**src/rtl/mdu_ctrl_if.sv**
```systemverilog
// mdu_ctrl_if: EX-stage <-> multiply/divide unit bus.
//
// Handshake: the EX stage asserts MDU_start with a valid MDU_Op/MDU_A/MDU_B
// for one cycle. A mul/div is taken only when the unit is idle and MDU_flush is
// low. isbusy is combinational and already high in that start cycle, so a
// dependent HI/LO reader stalls at once. isbusy stays high until HI/LO have been
// written. MDU_done pulses for the one cycle after that write. MTHI/MTLO never
// raise isbusy. The stall logic must keep MDU_start low while isbusy is high
// for an earlier op.
//
// Signals
//   MDU_start  master->slave  EX instruction is an MDU op
//   MDU_Op     master->slave  000 MULT, 001 MULTU, 010 DIV, 011 DIVU,
//                             100 MTHI, 101 MTLO, 11x no-op
//   MDU_A      master->slave  rs operand (dividend / multiplicand / MTxx data)
//   MDU_B      master->slave  rt operand (divisor / multiplier)
//   MDU_flush  master->slave  exception / eret flush, aborts the current op
//   isbusy     slave->master  unit occupied, feeds stall
//   MDU_done   slave->master  one-cycle pulse after a mul/div wrote HI/LO
//   HI, LO     slave->master  registered result pair
interface mdu_ctrl_if;
   logic        MDU_start;
   logic [2:0]  MDU_Op;
   logic [31:0] MDU_A;
   logic [31:0] MDU_B;
   logic        MDU_flush;
   logic        isbusy;
   logic        MDU_done;
   logic [31:0] HI;
   logic [31:0] LO;

   modport master (
      output MDU_start, MDU_Op, MDU_A, MDU_B, MDU_flush,
      input  isbusy, MDU_done, HI, LO
   );

   modport slave (
      input  MDU_start, MDU_Op, MDU_A, MDU_B, MDU_flush,
      output isbusy, MDU_done, HI, LO
   );
endinterface

```
**src/rtl/mdu_ctrl.sv**
```systemverilog
// mdu_ctrl: sequencer and HI/LO holder for the multiply/divide unit.
// Runs MULT/MULTU as 32-step shift-add and DIV/DIVU as 32-step restoring
// division on magnitudes. A final FIX cycle applies the sign correction and
// writes HI/LO. MTHI/MTLO write HI/LO directly from IDLE.
//
// Ports
//   clk      in   rising-edge clock
//   rst      in   synchronous active-high reset
//   bus      slave modport of mdu_ctrl_if (start/op/operands/flush in,
//            isbusy/MDU_done/HI/LO out)
//   o_state  out  FSM state for debug (0 IDLE, 1 CALC, 2 FIX)
module mdu_ctrl (
   input  logic       clk,
   input  logic       rst,
   mdu_ctrl_if.slave  bus,
   output logic [1:0] o_state
);

   typedef enum logic [1:0] {
      ST_IDLE = 2'd0,
      ST_CALC = 2'd1,
      ST_FIX  = 2'd2
   } state_t;

   state_t      r_state;
   state_t      w_next;

   logic [4:0]  r_cnt;
   logic [63:0] r_acc;     // mul: {partial product, multiplier}; div: {rem, quot}
   logic [31:0] r_opnd;    // mul: |multiplicand|; div: |divisor|
   logic [31:0] r_a_raw;   // original A, returned in HI on divide by zero
   logic        r_is_div;
   logic        r_neg_res;
   logic        r_neg_rem;
   logic        r_div0;
   logic        r_done;
   logic [31:0] r_hi;
   logic [31:0] r_lo;

   // Decode of the EX-stage request
   logic        w_is_muldiv;
   logic        w_is_mt;
   logic        w_signed;
   logic        w_a_neg;
   logic        w_b_neg;
   logic [31:0] w_a_mag;
   logic [31:0] w_b_mag;

   assign w_is_muldiv = bus.MDU_start & ~bus.MDU_Op[2];
   assign w_is_mt     = bus.MDU_start & bus.MDU_Op[2] & ~bus.MDU_Op[1];
   assign w_signed    = ~bus.MDU_Op[0];
   assign w_a_neg     = w_signed & bus.MDU_A[31];
   assign w_b_neg     = w_signed & bus.MDU_B[31];
   assign w_a_mag     = w_a_neg ? (~bus.MDU_A + 32'd1) : bus.MDU_A;
   assign w_b_mag     = w_b_neg ? (~bus.MDU_B + 32'd1) : bus.MDU_B;

   // Multiply step: conditional add into the upper half with carry out,
   // then shift the whole 65-bit value right by one.
   logic [32:0] w_mul_sum;
   logic [63:0] w_mul_next;

   assign w_mul_sum  = {1'b0, r_acc[63:32]} + (r_acc[0] ? {1'b0, r_opnd} : 33'd0);
   assign w_mul_next = {w_mul_sum, r_acc[31:1]};

   // Divide step: after the left shift the partial remainder can need 33 bits,
   // so the trial subtract is done at 33 bits and bit 32 is the borrow.
   logic [32:0] w_div_up;
   logic [32:0] w_div_diff;
   logic [63:0] w_div_next;

   assign w_div_up   = r_acc[63:31];
   assign w_div_diff = w_div_up - {1'b0, r_opnd};
   assign w_div_next = w_div_diff[32] ? {w_div_up[31:0], r_acc[30:0], 1'b0}
                                      : {w_div_diff[31:0], r_acc[30:0], 1'b1};

   // Sign correction applied in FIX
   logic [63:0] w_prod_fix;
   logic [31:0] w_quot_fix;
   logic [31:0] w_rem_fix;

   assign w_prod_fix = r_neg_res ? (~r_acc + 64'd1) : r_acc;
   assign w_quot_fix = r_neg_res ? (~r_acc[31:0] + 32'd1) : r_acc[31:0];
   assign w_rem_fix  = r_neg_rem ? (~r_acc[63:32] + 32'd1) : r_acc[63:32];

   // FSM state register
   always_ff @(posedge clk) begin
      if (rst) begin
         r_state <= ST_IDLE;
      end else begin
         r_state <= w_next;
      end
   end

   // FSM next state; a flush wins over every transition
   always_comb begin
      w_next = r_state;
      if (bus.MDU_flush) begin
         w_next = ST_IDLE;
      end else begin
         case (r_state)
            ST_IDLE: if (w_is_muldiv) w_next = ST_CALC;
            ST_CALC: if (r_cnt == 5'd31) w_next = ST_FIX;
            ST_FIX:  w_next = ST_IDLE;
            default: w_next = ST_IDLE;
         endcase
      end
   end

   // Datapath and HI/LO
   always_ff @(posedge clk) begin
      if (rst) begin
         r_cnt     <= 5'd0;
         r_acc     <= 64'd0;
         r_opnd    <= 32'd0;
         r_a_raw   <= 32'd0;
         r_is_div  <= 1'b0;
         r_neg_res <= 1'b0;
         r_neg_rem <= 1'b0;
         r_div0    <= 1'b0;
         r_done    <= 1'b0;
         r_hi      <= 32'd0;
         r_lo      <= 32'd0;
      end else begin
         r_done <= 1'b0;
         if (!bus.MDU_flush) begin
            case (r_state)
               ST_IDLE: begin
                  if (w_is_muldiv) begin
                     r_is_div  <= bus.MDU_Op[1];
                     r_neg_res <= w_a_neg ^ w_b_neg;
                     r_neg_rem <= w_a_neg & bus.MDU_Op[1];
                     r_div0    <= bus.MDU_Op[1] & (bus.MDU_B == 32'd0);
                     r_a_raw   <= bus.MDU_A;
                     r_cnt     <= 5'd0;
                     // Divide iterates on the dividend, multiply on the multiplier
                     r_acc     <= bus.MDU_Op[1] ? {32'd0, w_a_mag} : {32'd0, w_b_mag};
                     r_opnd    <= bus.MDU_Op[1] ? w_b_mag : w_a_mag;
                  end else if (w_is_mt) begin
                     if (bus.MDU_Op[0]) r_lo <= bus.MDU_A;
                     else               r_hi <= bus.MDU_A;
                  end
               end
               ST_CALC: begin
                  r_acc <= r_is_div ? w_div_next : w_mul_next;
                  if (r_cnt != 5'd31) r_cnt <= r_cnt + 5'd1;
               end
               ST_FIX: begin
                  r_done <= 1'b1;
                  if (!r_is_div) begin
                     r_hi <= w_prod_fix[63:32];
                     r_lo <= w_prod_fix[31:0];
                  end else if (r_div0) begin
                     r_hi <= r_a_raw;
                     r_lo <= 32'hFFFF_FFFF;
                  end else begin
                     r_hi <= w_rem_fix;
                     r_lo <= w_quot_fix;
                  end
               end
               default: ;
            endcase
         end
      end
   end

   assign bus.isbusy   = ((r_state == ST_IDLE) & w_is_muldiv) | (r_state != ST_IDLE);
   assign bus.MDU_done = r_done;
   assign bus.HI       = r_hi;
   assign bus.LO       = r_lo;
   assign o_state      = r_state;

endmodule
```
**src/flat_wrapper.sv**
```systemverilog
// flat-port wrapper written by rule: the top's interface ports become plain ports
module mdu_ctrl_flat 
  (clk, rst, o_state, bus_MDU_start, bus_MDU_Op, bus_MDU_A, bus_MDU_B, bus_MDU_flush, bus_isbusy, bus_MDU_done, bus_HI, bus_LO);
  mdu_ctrl_if bus_i ();
  input  logic clk;
  input  logic rst;
  output logic [1:0] o_state;
  input wire logic [$bits(bus_i.MDU_start)-1:0] bus_MDU_start;
  input wire logic [$bits(bus_i.MDU_Op)-1:0] bus_MDU_Op;
  input wire logic [$bits(bus_i.MDU_A)-1:0] bus_MDU_A;
  input wire logic [$bits(bus_i.MDU_B)-1:0] bus_MDU_B;
  input wire logic [$bits(bus_i.MDU_flush)-1:0] bus_MDU_flush;
  output wire logic [$bits(bus_i.isbusy)-1:0] bus_isbusy;
  output wire logic [$bits(bus_i.MDU_done)-1:0] bus_MDU_done;
  output wire logic [$bits(bus_i.HI)-1:0] bus_HI;
  output wire logic [$bits(bus_i.LO)-1:0] bus_LO;
  assign bus_i.MDU_start = bus_MDU_start;
  assign bus_i.MDU_Op = bus_MDU_Op;
  assign bus_i.MDU_A = bus_MDU_A;
  assign bus_i.MDU_B = bus_MDU_B;
  assign bus_i.MDU_flush = bus_MDU_flush;
  assign bus_isbusy = bus_i.isbusy;
  assign bus_MDU_done = bus_i.MDU_done;
  assign bus_HI = bus_i.HI;
  assign bus_LO = bus_i.LO;
  mdu_ctrl u_core (.clk(clk), .rst(rst), .bus(bus_i), .o_state(o_state));
endmodule
```
**config.mk**
```make
export PLATFORM = sky130hd
export DESIGN_NAME = mdu_ctrl_flat
export DESIGN_NICKNAME = d
export VERILOG_FILES = /design/src/rtl/mdu_ctrl_if.sv /design/src/rtl/mdu_ctrl.sv /design/src/flat_wrapper.sv
export SDC_FILE = /design/constraint.sdc
export NUM_CORES = 1
export LEC_CHECK = 0
export BUFFER_PORTS_ARGS = -buffer_cell sky130_fd_sc_hd__buf_2
export CORE_UTILIZATION = 56
export CTS_BUF_LIST = sky130_fd_sc_hd__clkbuf_4 sky130_fd_sc_hd__clkbuf_8 sky130_fd_sc_hd__clkbuf_16
export DETAILED_ROUTE_END_ITERATION = 16
export GPL_TIMING_DRIVEN = 0
export PLACE_DENSITY = 0.86
export SLEW_MARGIN = 25
export SYNTH_ARGS = -nofsm -noshare
export SYNTH_HDL_FRONTEND = slang
export SYNTH_SLANG_ARGS = --single-unit
```
**constraint.sdc**
```tcl
create_clock -name clk -period 9.91 [get_ports clk]
set_input_delay 0.991 -clock clk [delete_from_list [all_inputs] [get_ports clk]]
set_output_delay 0.991 -clock clk [all_outputs]
set_load 0.05 [all_outputs]
```
==> flow_summary.json <==
{
  "status": "complete, no violations",
  "synth.distinct_cells": 77,
  "powerDensity_mw_per_mm2": 127,
  "overflow": 0,
  "grt_pass1_wl_um": 112000,
  "crit_type": "reg2reg",
  "clkTransAtPathRegs_ns": 0.06,
  "synth_edf_count": 0,
  "ir_drop_mv": 0.121,
  "ys.flop_type": "dfxtp_1",
  "critPathMaxStageDelay_ns": 0.52,
  "synth_warnings": 0,
  "path_max_fanout": 10,
  "io_buffers": 126,
  "leakagePower_nw": 7.17,
  "crit_buf_inv": 4,
  "min_period_ns": 4.78,
  "routed_wl_um": 75800,
  "initial_core_util_pct": 56.8,
  "path_cells": "clkbuf_1, inv_1, fa_1, nand2b_1, a21oi_1, o211ai_1, a211oi_1, nor2_1, xnor2_1, buf_2, buf_2, o221ai_1, a31o_2",
  "ios": 139,
  "finalSetupTns_ns": 0,
  "fin_hold_ws_ns": 0.452,
  "fin_crit_sh_pct": 48.2,
  "worst_path_dominant_cell_family": "compound AO/OA/AOI/OAI gates",
  "critPathArrivalTime_ns": 5.21,
  "cts-root-buf": "clkbuf_16",
  "synth.yosys.seq_area_share_pct": 24.2,
  "finalHoldViolations": 0,
  "die_w_um": 175,
  "cts_made_buffers": 25,
  "ant_nets": 0,
  "std_cell_rows": 63,
  "antenna_found_initial": 4,
  "crit_top_cell": "buf_2",
  "die_h_um": 175,
  "cts_hold_buf": 0,
  "final_core_util_pct": 63.7,
  "layout.nets": 2675,
  "first_pass_iters": 8,
  "crit_path_end_kind": "flop",
  "dieArea_mm2": 0.0308,
  "drv_cap": 0,
  "crit_slowest_cell": "a211oi_1",
  "critical_path_required_ns": 10.34,
  "hpwlAfterDp_um": 59900,
  "grt_max_degree": 13,
  "synth-seq-cells": 204,
  "critPathLaunchType": "flop",
  "core_mm2": 0.0296,
  "drive_gt1_share_pct": 8.47,
  "grtUsageTotal_pct": 48.0,
  "finalClockSkew_ns": 0.0221,
  "async_flop_share_pct": 0,
  "netlist_area_mm2": 0.0168,
  "drtIter0Drc": 2552,
  "gp_congestion": 1.08,
  "rsz0062_at_grt": "no",
  "cts_tree": "yes",
  "synth_area_per_cell_um2": 7.08,
  "wl_per_cell_um": 25.7,
  "hold_path.class": "reg2reg",
  "clock_latency_ns": 0.55,
  "slew_headroom_pct": 32.6,
  "tightest_slew_ns": 1.00,
  "clockBufferDepth": 3,
  "post-route-drc-count": 0,
  "h-tree-depth": 1,
  "syn2layout_area_growth_pct": 12.0,
  "syn_nets": 2521,
  "fmax_ghz": 0.209,
  "grt_pass1_vias": 18500,
  "viasPerCell": 6.74,
  "cts.sinks": 204,
  "post_cts_buffers": 0,
  "report.final.slew_viol_count": 0,
  "vias": 19900,
  "postCtsResizedCells": 0,
  "setup_violations": 0,
  "syn_inst": 2378
}
[cell families (layout without fill, tap and decap cells)]
| kind of cell | Yosys count | count (layout) | share of synthesized area [%] |
|---|---|---|---|
| flip-flops | 204 | 204 | 24.2 |
| multiplexers | 78 | 78 | 4.69 |
| other | 0 | 4 | 0 |
| XOR/XNOR | 200 | 200 | 10.4 |
| buffers and inverters | 271 | 443 | 6.07 |
| AND/OR/NAND/NOR | 792 | 792 | 21.1 |
| adder cells (fa/ha/maj) | 72 | 72 | 5.44 |
| AO/OA/AOI/OAI | 761 | 761 | 28.0 |
[placed cells by master, fill, tap and decap left out, types with 17 or more instances in the layout]
master,count
nand2_1,329
or3_1,18
ha_1,70
a211oi_1,42
nor3_1,50
nor4_1,17
a21oi_1,278
o22ai_1,21
o21ai_0,158
mux2i_1,71
clkbuf_1,185
inv_1,76
xnor2_1,128
nand3_1,34
buf_2,132
o221ai_1,34
o211ai_1,53
clkbuf_16,25
nor2_1,220
nand4_1,25
o31ai_1,29
nand2b_1,23
dfxtp_1,204
a21o_1,20
xor2_1,72
[layer usage]
metal  wire length [µm]  vias to the layer above  global-route usage, %  share of wire [%]
met5                 13                        -                      0              0.017
met4               6230                        2                   34.5                8.2
met3               8890                      334                   11.6                 12
met2              32100                     1412                   72.8                 42
met1              28500                     9294                   59.5                 38
li1                   -                     8811                      -                  -
[worst paths after layout]
path,slack (ns),cells after the start,to,startpoint
max reg2reg,5.13,13,u_core.r_acc[51]$_SDFFE_PP0P_,u_core.r_acc[32]$_SDFFE_PP0P_
min reg2reg,0.45,2,u_core.bus.LO[21]$_SDFFE_PP0P_,u_core.bus.LO[21]$_SDFFE_PP0P_
min,0.45,2,u_core.bus.LO[21]$_SDFFE_PP0P_,u_core.bus.LO[21]$_SDFFE_PP0P_
max,5.13,13,u_core.r_acc[51]$_SDFFE_PP0P_,u_core.r_acc[32]$_SDFFE_PP0P_
[cell usage after synthesis (25+ instances only)]
| cell type | number | share of area (%) |
|---|---|---|
| o211ai_1 | 53 | 2.4 |
| o31ai_1 | 29 | 1.3 |
| inv_1 | 76 | 1.7 |
| clkbuf_1 | 185 | 4.1 |
| dfxtp_1 | 204 | 24 |
| o21ai_0 | 158 | 4.7 |
| xor2_1 | 72 | 3.7 |
| nand2_1 | 329 | 7.3 |
| ha_1 | 70 | 5.2 |
| mux2i_1 | 71 | 4.2 |
| a21oi_1 | 278 | 8.3 |
| nand3_1 | 34 | 1.0 |
| a211oi_1 | 42 | 1.9 |
| nor3_1 | 51 | 1.5 |
| o221ai_1 | 34 | 1.8 |
| xnor2_1 | 128 | 6.7 |
| nor2_1 | 220 | 4.9 |
| nand4_1 | 25 | 0.93 |
[tightest hold or removal path, cell delays in order (launching register included)]
cell and delay, ns:
dfxtp_1 0.30, nand2_1 0.05, a21oi_1 0.05
[final cells by class]
| cell class | count | area (µm²) |
|---|---|---|
| multi-input combinational | 1903 | 11800 |
| tap | 390 | 488 |
| buffer | 195 | 738 |
| timing repair buffer | 127 | 636 |
| clock inverter | 12 | 179 |
| inverter | 76 | 285 |
| sequential | 204 | 4080 |
| clock buffer | 33 | 698 |
| fill | 2770 | 10800 |
| antenna | 4 | 10.0 |
[registers in the layout, summed over array words and instances (netlist names)]
name and flops:
u_core.r_acc 64, u_core.bus.HI 32, u_core.bus.LO 32, u_core.r_a_raw 32, u_core.r_opnd 32, u_core.r_cnt 5
u_core.o_state 2, u_core.bus.MDU_done 1, u_core.r_div0 1, u_core.r_is_div 1, u_core.r_neg_rem 1, u_core.r_neg_res 1
[through the flow]
stage	cell area, µm²	total power, mW	instances	setup WS (ns)
global route	18900	2.46	2941	5.02
CTS	18900	2.37	2940	5.35
global placement	18000	1.39	2894	5.34
floorplan	16800	1.21	2378	6.60
finish	18900	2.40	2944	5.13
detailed placement	18000	1.40	2895	5.40
[where the power goes]
group / internal (mW) / total (mW) / switching [mW]
clock: 0.602 / 0.995 / 0.392
combinational: 0.168 / 0.542 / 0.374
sequential: 0.843 / 0.867 / 0.0238
total: 1.61 / 2.40 / 0.790
(Power assumes the default switching activity.)
